**config.mk**
```make
export PLATFORM = sky130hd
export DESIGN_NAME = fp_mac_sequencer
export DESIGN_NICKNAME = d
export VERILOG_FILES = /design/src/rtl/fp_mac_sequencer.sv
export SDC_FILE = /design/constraint.sdc
export NUM_CORES = 1
export LEC_CHECK = 0
export CORE_UTILIZATION = 46
export DETAILED_ROUTE_END_ITERATION = 10
export GPL_TIMING_DRIVEN = 1
export PLACE_DENSITY = 0.8
export SLEW_MARGIN = 0
export SYNTH_ARGS = -nofsm -noshare
export SYNTH_HDL_FRONTEND = slang
export SYNTH_SLANG_ARGS = --single-unit
```
**constraint.sdc**
```tcl
create_clock -name clock -period 2.02 [get_ports clock]
set_input_delay 0.202 -clock clock [delete_from_list [all_inputs] [get_ports clock]]
set_output_delay 0.202 -clock clock [all_outputs]
set_load 0.05 [all_outputs]
```
**src/rtl/fp_mac_sequencer.sv**
```systemverilog
// Sequencer for one floating-point dot product: pulls operand pairs, spaces MAC issues by the
// accumulator loop latency, drains the pipeline and holds the final sum until it is accepted.
module fp_mac_sequencer #(
    parameter int LEN_W    = 8,
    parameter int PIPE_LAT = 3
) (
    input  logic             clock,
    input  logic             resetn,
    input  logic             start,
    input  logic [LEN_W-1:0] vec_len,
    input  logic             in_valid,
    output logic             in_ready,
    output logic             mac_issue,
    output logic             mac_first,
    input  logic [31:0]      mac_result,
    output logic             out_valid,
    input  logic             out_ready,
    output logic [31:0]      out_result,
    output logic             busy,
    output logic [LEN_W-1:0] issued_cnt
);

    typedef enum logic [1:0] {
        S_IDLE,
        S_ISSUE,
        S_DRAIN,
        S_OUT
    } state_t;

    localparam int              GAP_W      = (PIPE_LAT > 1) ? $clog2(PIPE_LAT) : 1;
    localparam logic [GAP_W-1:0] GAP_RELOAD = GAP_W'(PIPE_LAT - 1);

    state_t             state_q, state_d;
    logic [LEN_W-1:0]   remaining_q, remaining_d;
    logic [LEN_W-1:0]   issued_q, issued_d;
    logic [GAP_W-1:0]   gap_q, gap_d;
    logic [31:0]        result_q, result_d;
    logic               in_ready_q, in_ready_d;
    logic               out_valid_q, out_valid_d;
    logic               busy_q, busy_d;
    logic               issue;

    assign issue = in_valid & in_ready_q;

    always_comb begin
        state_d     = state_q;
        remaining_d = remaining_q;
        issued_d    = issued_q;
        gap_d       = gap_q;
        result_d    = result_q;

        // gap is the number of cycles still to wait before the accumulator can take a new pair
        if (gap_q != '0) begin
            gap_d = gap_q - 1'b1;
        end

        unique case (state_q)
            S_IDLE: begin
                if (start) begin
                    issued_d = '0;
                    gap_d    = '0;
                    if (vec_len != '0) begin
                        remaining_d = vec_len;
                        state_d     = S_ISSUE;
                    end else begin
                        result_d = 32'h0000_0000;
                        state_d  = S_OUT;
                    end
                end
            end
            S_ISSUE: begin
                if (issue) begin
                    issued_d    = issued_q + 1'b1;
                    remaining_d = remaining_q - 1'b1;
                    gap_d       = GAP_RELOAD;
                    if (remaining_q == LEN_W'(1)) begin
                        state_d = S_DRAIN;
                    end
                end
            end
            S_DRAIN: begin
                if (gap_q == '0) begin
                    result_d = mac_result;
                    state_d  = S_OUT;
                end
            end
            S_OUT: begin
                if (out_ready) begin
                    state_d = S_IDLE;
                end
            end
            default: begin
                state_d = S_IDLE;
            end
        endcase

        // Handshake flags are decoded from the next state so they leave the flops glitch-free
        in_ready_d  = (state_d == S_ISSUE) && (gap_d == '0);
        out_valid_d = (state_d == S_OUT);
        busy_d      = (state_d != S_IDLE);
    end

    always_ff @(posedge clock or negedge resetn) begin
        if (!resetn) begin
            state_q     <= S_IDLE;
            remaining_q <= '0;
            issued_q    <= '0;
            gap_q       <= '0;
            result_q    <= '0;
            in_ready_q  <= 1'b0;
            out_valid_q <= 1'b0;
            busy_q      <= 1'b0;
        end else begin
            state_q     <= state_d;
            remaining_q <= remaining_d;
            issued_q    <= issued_d;
            gap_q       <= gap_d;
            result_q    <= result_d;
            in_ready_q  <= in_ready_d;
            out_valid_q <= out_valid_d;
            busy_q      <= busy_d;
        end
    end

    assign in_ready   = in_ready_q;
    assign mac_issue  = issue;
    assign mac_first  = issue & (issued_q == '0);
    assign out_valid  = out_valid_q;
    assign out_result = result_q;
    assign busy       = busy_q;
    assign issued_cnt = issued_q;

endmodule

```
# Yosys cells after proc, flatten, opt, wreduce, memory -nomap -nowiden

Index checks and enable logic that the tools add are counted.

Output and inout bits: 45
Word-level logic and storage cells: 59
Input port bits: 45
Register bits after elaboration: 55

Muxes and demuxes: 22
Eq/ne operators: 11
Reductions and logical operators: 13
Bitwise operators: 2
Add/sub/neg operators: 3

Operators with widths:

| kind                | count |
|---|---|
| $mux 32             | 3 |
| $pmux 32 s2         | 1 |
| $mux 8              | 5 |
| $pmux 8 s2          | 2 |
| $mux 2              | 9 |
| $ne 2x2->1 const B  | 5 |
| $add 8x1->8 const B | 1 |
| $eq 8x1->1 const B  | 1 |
| $logic_not 8->1     | 1 |
| $pmux 2 s4          | 1 |
| $reduce_and 4->1    | 2 |
| $reduce_bool 2->1   | 4 |
| $reduce_bool 8->1   | 1 |
| $sub 8x1->8 const B | 1 |
| $eq 2x2->1 const B  | 3 |
| $logic_not 2->1     | 3 |
| $eq 2x1->1 const B  | 2 |
| $pmux 2 s2          | 1 |
| $reduce_and 3->1    | 1 |
| $and 1x1->1         | 2 |
| $sub 2x1->2 const B | 1 |
| $logic_and 1x1->1   | 1 |

# Logic depth before layout (Yosys ltp)

Gate-level depths: netlist of run 1.

Depth after elaboration: 6
Depth in mapped cells: 7

# Worst setup path after synthesis of run 1

Ideal clock, no wire load.

Path kind: reg2out
From: register in_ready_q (netlist: in_ready)
To: output mac_first
Required time: 1818 ps
Cell stages (with the launch flop): 4
Setup slack: -923 ps
Data arrival time: 2741 ps
Path through: dfrtp_1 and2_1 nand2_1 nor4_1

Longest elaborated chain between the ends: 2

RTL lines:

| item                   | line | text |
|---|---|---|
| start, declared        | 38   | `logic in_ready_q, in_ready_d;` |
| start signal, assigned | 119  | `in_ready_q <= in_ready_d;` |
| $and 1x1->1            | 43   | `assign issue = in_valid & in_ready_q;` |
| net mac_issue          | 13   | `output logic mac_issue,` |
| $and 1x1->1            | 127  | `assign mac_first = issue & (issued_q == '0);` |
| end, declared          | 14   | `output logic mac_first,` |

The timed path passes the listed nets, and every way through them passes these cells.

# Final worst setup path of run 1

From: register issued_q[1] (netlist: issued_cnt[1])
To: output mac_first

Longest elaborated chain between the ends: 2

RTL lines:

| item                   | line | text |
|---|---|---|
| start, declared        | 35   | `logic [LEN_W-1:0] issued_q, issued_d;` |
| start signal, assigned | 116  | `issued_q <= issued_d;` |
| $logic_not 8->1        | 127  |  |
| $and 1x1->1            | 127  |  |

Every way passes these cells.

==> results.py, run 1 <==
metrics = {
    "floorplanning": {
        "die_h_um": 80.1,
        "start_util_pct": 47.6,
        "coreArea_mm2": 0.00589,
        "die-area_mm2": 0.00641,
        "die_w_um": 80.1,
        "pin_count": 90,
        "placementRows": 28,
    },
    "placement": {
        "gp_congestion": 0.826,
        "io_buffers": 89,
        "pre_cts_slack_ns": -0.0416,
        "post-dp-hpwl_um": 4780,
    },
    "synthesis": {
        "yosysWarnings": 0,
        "synthArstFlopShare_pct": 100,
        "synth_cell_types": 50,
        "synth_nets": 327,
        "ys_dominant_reg_cell": "dfrtp_1",
        "synth.avg_cell_area_um2": 10.1,
        "ys_ff_latch": 55,
        "syn-instance-count": 278,
        "synth_area_mm2": 0.00280,
        "yosysSeqAreaShare_pct": 49.1,
        "synth-edff-count": 0,
    },
    "clock_tree": {
        "numCtsBuffers": 5,
        "cts.htree.levels": 2,
        "clk_path_buf_depth": 2,
        "clockRootBuffer": "clkbuf_8",
        "cts_setup_buffers": 0,
        "cts_sinks": 55,
        "clk_latency_ns": 0.30,
        "cts.clk_slew.worst_paths_ns": 0.10,
        "cts_tree": "yes",
    },
    "critical_path": {
        "reg2reg_slack_ns": 0.23,
        "cp.arrival_ns": 1.64,
        "reg2reg_from": "state_q[1]",
        "crit_slowest_cell": "dfrtp_1",
        "slowest_delay_ns": 0.40,
        "crit_family": "simple AND/OR/NAND/NOR gates",
        "cp-end-kind": "output pin",
        "r2r_end": "out_result[23]",
        "critPathLaunchType": "flop",
        "critPathLaunch": "issued_cnt[1]",
        "worstRegToRegCells": 5,
        "crit_fanout": 2,
        "worstPathRequired_ns": 1.82,
        "path_class": "flop to output pin",
        "critPathBufInv": 2,
        "path_cells": "inv_1 -> ha_1 -> nor4b_2 -> nand2_1 -> nor4_4 -> buf_12",
    },
    "timing": {
        "timing.hold.ws_ns": 0.368,
        "rsz0062_at_grt": "false",
        "fin_tns_setup_ns": 0,
        "worst_slew_pin_slew_ns": 0.530,
        "drv_slew": 0,
        "finalHoldViolCount": 0,
        "min_period_ns": 1.84,
        "skew_ns": 0.0134,
        "fmax_mhz": 543,
        "timing.final.ws_setup_ns": 0.177,
        "slew_headroom_pct": 64.5,
        "finalSetupViolCount": 0,
        "fin_crit_sh_pct": 91.2,
    },
    "cells_and_area": {
        "diodes": 0,
        "layout-drive-gt1-share_pct": 10.9,
        "syn_to_final_growth_pct": 43.0,
        "fill_cells": 478,
        "final_nets": 425,
        "post-route-util_pct": 68.1,
        "multiInputGateArea_mm2": 0.00118,
        "register_area_mm2": 0.00138,
    },
    "grt": {
        "grt_usage_pct": 20.5,
        "grt_max_degree": 38,
        "busiest_layer": "met2",
        "grt_pass1_wl_um": 10300,
        "met1_usage_pct": 26.8,
        "antenna_found_initial": 0,
        "use_met3_pct": 3.75,
        "grt_pass1_vias": 2267,
        "global_route.usage.met2_pct": 34.9,
        "grt-ovfl-total": 0,
    },
    "drt": {
        "firstDrtPassIters": 4,
        "drc_errors": 0,
        "ant_nets": 0,
        "num_vias": 2310,
        "routed_wl_um": 6340,
        "wl_per_cell_um": 14.0,
        "drtIter0Drc": 96,
        "viasPerCell": 5.11,
    },
    "run": {
        "maxCapViolations": 0,
    },
    "pwr": {
        "cellPowerDensity_mw_per_mm2": 987,
        "finalPower_uw": 3960,
        "leakagePower_uw": 0.00173,
        "ir_worst_vdd_v": 0.000883,
    },
    "hold_path": {
        "hold_class": "primary input to async pin",
    },
    "status": {
        "status": "finished clean",
    },
}
==> flip-flops by register name, indices dropped and copies added (netlist names) <==
name / flops
issued_cnt: 8
busy: 1
remaining_q: 8
gap_q: 2
state_q: 2
out_result: 32
out_valid: 1
in_ready: 1
==> metal layers <==
layer | up-vias | share of wire [%]
li1 | 1118 | -
met5 | - | 0
met3 | 5 | 7.2
met4 | 0 | 0.87
met1 | 1103 | 43
met2 | 84 | 49
==> metrics by stage <==
stage,cells,cell area [µm²]
after floorplan,278,2820
after global placement,443,3860
after detailed placement,443,3860
after CTS,452,4000
after global routing,452,4010
final,452,4010
==> layout make-up <==
cell class	count	share of cell area, %
Multi-Input combinational cell	170	29.5
Inverter	39	3.65
Timing Repair Buffer	105	26.9
Tap cell	75	2.34
Clock inverter	2	1.50
Sequential cell	55	34.4
Clock buffer	6	1.81
==> worst reg2reg max path, cell delays in order, from the launching register on <==
cell	delay, ns
dfrtp_1	0.49
or3b_1	0.39
a21oi_2	0.19
o21a_2	0.26
buf_12	0.18
mux2i_1	0.21
==> layout by cell type, fill, tap and decap left out, types with 2 or more instances in the layout <==
cell type	synthesis	routed
a21oi_1	7	7
a22o_1	2	2
a22oi_1	3	3
a2bb2oi_1	2	2
a31oi_1	3	3
and3_1	2	2
buf_12	4	6
buf_4	1	11
bufinv_16	0	2
clkbuf_8	0	5
clkdlybuf4s50_1	0	86
dfrtp_1	55	54
ha_1	4	4
inv_1	39	39
mux2i_1	32	32
nand2_1	45	45
nand2b_1	2	2
nand3_1	4	4
nand4_1	4	4
nor2_1	12	12
nor3_1	3	3
nor3b_1	2	2
nor4_1	3	2
o21ai_0	6	6
or4_4	2	2
xnor2_1	3	3
xor2_1	3	3
==> what timing repair did <==
item                                    CTS  global route
hold endpoints to repair                 18             0
endpoints found under the setup margin    0             1
gates resized for setup                   0             1
hold buffers                              1             0
==> power breakdown <==
| group | internal (µW) | switching [µW] | total, µW |
|---|---|---|---|
| clock | 495 | 339 | 834 |
| sequential | 1320 | 218 | 1530 |
| combinational | 657 | 931 | 1590 |
| total | 2470 | 1490 | 3960 |
==> logic make-up after synthesis <==
family          after synthesis  share of synthesized area, %
xor+xnor                      6                          1.87
mux                          33                          12.0
flops                        55                          49.1
simple gates                 92                          16.8
compound gates               35                          8.84
buf+inv                      53                          9.68
fa+ha+maj                     4                          1.78
==> synthesized netlist by cell type (2+ instances only) <==
cell	n	area share [%]
mux2i_1	32	11
ha_1	4	1.8
o21ai_0	6	1.1
a2bb2oi_1	2	0.62
nor2b_1	2	0.45
clkbuf_1	6	0.80
a31oi_1	3	0.67
dfrtp_1	55	49
a22oi_1	3	0.80
a22o_1	2	0.62
nand3_1	4	0.71
nand2_1	45	6.0
nor3_1	3	0.54
nor4_1	3	0.67
or4_4	2	0.80
nor3b_1	2	0.54
nand2b_1	2	0.45
xor2_1	3	0.94
and3_1	2	0.45
buf_12	4	2.9
nor4b_1	2	0.62
a21oi_1	7	1.2
inv_1	39	5.2
nor2_1	12	1.6
buf_2	3	0.54
xnor2_1	3	0.94
nand4_1	4	0.89
==> worst max-delay path by stage <==
stage,endpoint,cells after the start
floorplan,mac_first,5
global placement,out_result[24],6
detailed placement,out_result[23],6
CTS,mac_first,6
global route,mac_first,6
finish,mac_first,6
Note: power is estimated with default switching activity, not from simulation.
==> run 2: changes to the inputs <==
--- a/config.mk
+++ b/config.mk
@@ -5,10 +5,9 @@
 export SDC_FILE = /design/constraint.sdc
 export NUM_CORES = 1
 export LEC_CHECK = 0
-export CORE_UTILIZATION = 46
+export CORE_UTILIZATION = 30
 export DETAILED_ROUTE_END_ITERATION = 10
 export GPL_TIMING_DRIVEN = 1
-export PLACE_DENSITY = 0.8
 export SLEW_MARGIN = 0
 export SYNTH_ARGS = -nofsm -noshare
 export SYNTH_HDL_FRONTEND = slang
==> run 2 against run 1 <==
- the run now ends with design-rule violations left
- setup slack got worse by 0.055 ns
- sequential share of layout area increased by 0.053 points
- routed wire length increased by 8.2%
- clock skew decreased by 0.0042 ns
- cell count increased by 6.6%
- combinational power increased by 3%
- hold slack improved by 0.065 ns
- global-route usage decreased by 5.9 points
- critical path depth unchanged
- cell area about the same
- sequential power about the same
- largest cell class unchanged
==> results.py, run 2 (synthesized netlist as in run 1, its figures left out) <==
metrics = {
    "pwr": {
        "ir_worst_vdd_v": 0.000608,
        "finalPower_uw": 3880,
        "leakagePower_uw": 0.00171,
        "cellPowerDensity_mw_per_mm2": 968,
    },
    "hold_path": {
        "hold_class": "primary input to async pin",
    },
    "floorplanning": {
        "pin_count": 90,
        "coreArea_mm2": 0.00889,
        "start_util_pct": 31.5,
        "die_w_um": 98.7,
        "placementRows": 34,
        "die-area_mm2": 0.00974,
        "die_h_um": 98.7,
    },
    "timing": {
        "fmax_mhz": 527,
        "timing.hold.ws_ns": 0.432,
        "finalHoldViolCount": 0,
        "finalSetupViolCount": 0,
        "slew_headroom_pct": 61.2,
        "drv_slew": 0,
        "worst_slew_pin_slew_ns": 0.581,
        "timing.final.ws_setup_ns": 0.123,
        "min_period_ns": 1.90,
        "skew_ns": 0.00919,
        "fin_crit_sh_pct": 93.9,
        "fin_tns_setup_ns": 0,
    },
    "grt": {
        "antenna_found_initial": 0,
        "grt_pass1_wl_um": 11400,
        "grt-ovfl-total": 0,
        "grt_usage_pct": 14.7,
        "grt_max_degree": 34,
        "grt_pass1_vias": 2327,
    },
    "critical_path": {
        "cp.arrival_ns": 1.70,
        "worstPathRequired_ns": 1.82,
        "worstRegToRegCells": 5,
        "path_class": "flop to output pin",
        "critPathLaunchType": "flop",
        "r2r_end": "out_result[27]",
        "cp-end-kind": "output pin",
        "reg2reg_from": "state_q[1]",
        "reg2reg_slack_ns": 0.21,
        "crit_fanout": 6,
    },
    "status": {
        "status": "finished with violations",
        "violations": "design-rule violations",
    },
    "placement": {
        "post-dp-hpwl_um": 4900,
        "pre_cts_slack_ns": -0.0653,
        "io_buffers": 89,
        "gp_congestion": 0.828,
        "placed_area_mm2": 0.00387,
    },
    "clock_tree": {
        "cts_tree": "yes",
        "cts.htree.levels": 2,
        "cts_sinks": 55,
        "cts.clk_slew.worst_paths_ns": 0.10,
        "clockRootBuffer": "clkbuf_8",
        "cts_setup_buffers": 0,
        "clk_path_buf_depth": 2,
        "numCtsBuffers": 5,
        "clk_latency_ns": 0.30,
    },
    "cells_and_area": {
        "final_cell_mix": "86 x clkdlybuf4s50_1, 53 x dfrtp_1, 45 x nand2_1",
        "final_cell_area_mm2": 0.00401,
        "layout-drive-gt1-share_pct": 10.7,
        "final_common_cell": "clkdlybuf4s50_1",
        "final_nets": 423,
        "largest_register_ffs": 32,
        "diodes": 0,
        "syn_to_final_growth_pct": 42.9,
    },
    "drt": {
        "viasPerCell": 4.69,
        "firstDrtPassIters": 7,
        "drtIter0Drc": 59,
        "routed_wl_um": 6860,
        "ant_nets": 0,
        "drc_errors": 2,
        "num_vias": 2259,
        "wl_per_cell_um": 14.2,
    },
    "run": {
        "maxCapViolations": 0,
    },
}
==> run 2: cell types whose count changed in the layout (fill, tap and decap cells not counted), sizes merged <==
| cell | before | now |
|---|---|---|
| buf | 18 | 16 |
| clkbuf | 6 | 5 |
| clkinvlp | 0 | 1 |
| bufinv | 2 | 1 |
==> run 2: cell type report <==
type / instances / area, µm²
fill: 865 / 4880
sequential: 55 / 1380
multi-input combinational: 170 / 1190
timing repair buffer: 103 / 1050
inverter: 39 / 146
tap: 108 / 135
clock buffer: 5 / 68.8
clock inverter: 2 / 37.5
==> run 2: worst max-delay path, cell delays in order (launching register included) <==
cell and delay, ns:
dfrtp_2 0.46, inv_1 0.09, ha_1 0.15, nor4b_4 0.20, nand2_1 0.12, nor4_4 0.19, buf_12 0.18
==> run 2: worst max-delay path by stage <==
stage	endpoint	cells past startpoint	from	slack (ns)
after floorplan	mac_first	5	issued_cnt[0]	0.002
after global placement	out_result[0]	6	vec_len[2]	-0.01
after detailed placement	out_result[3]	6	vec_len[2]	-0.07
after CTS	mac_first	6	issued_cnt[1]	0.02
after global routing	mac_first	6	issued_cnt[1]	-0.02
final	mac_first	6	issued_cnt[1]	0.12
==> run 2: power by group <==
part	internal [µW]	switching, µW
Sequential	1320	218
Combinational	676	951
Clock	363	354
==> run 2: through the flow <==
step	util, %	std cells
after CTS	45.0	482
final	45.1	482
after floorplan	-	278
after global placement	43.6	474
after global routing	45.1	482
after detailed placement	43.6	474
==> run 2: metal layers <==
metal | routed length (µm) | part of all wire, % | GRT usage, %
met5 | 0 | 0 | 0
met2 | 2950 | 43 | 21.3
met3 | 412 | 6.0 | 3.62
met4 | 119 | 1.7 | 5.28
met1 | 3380 | 49 | 21.2
==> run 2: repair_timing <==
item | CTS | global route
pin swaps | 0 | 1
hold buffers | 1 | 0
resized for setup | 1 | 2
hold endpoints to repair | 22 | 0
setup endpoints to repair | 1 | 1
==> run 3: changes to the inputs <==
--- a/config.mk
+++ b/config.mk
@@ -5,6 +5,7 @@
 export SDC_FILE = /design/constraint.sdc
 export NUM_CORES = 1
 export LEC_CHECK = 0
+export CAP_MARGIN = 20
 export CORE_UTILIZATION = 30
 export DETAILED_ROUTE_END_ITERATION = 10
 export GPL_TIMING_DRIVEN = 1
==> results of run 3 <==
The final DEF is identical to that of run 2; final timing and power are the same.
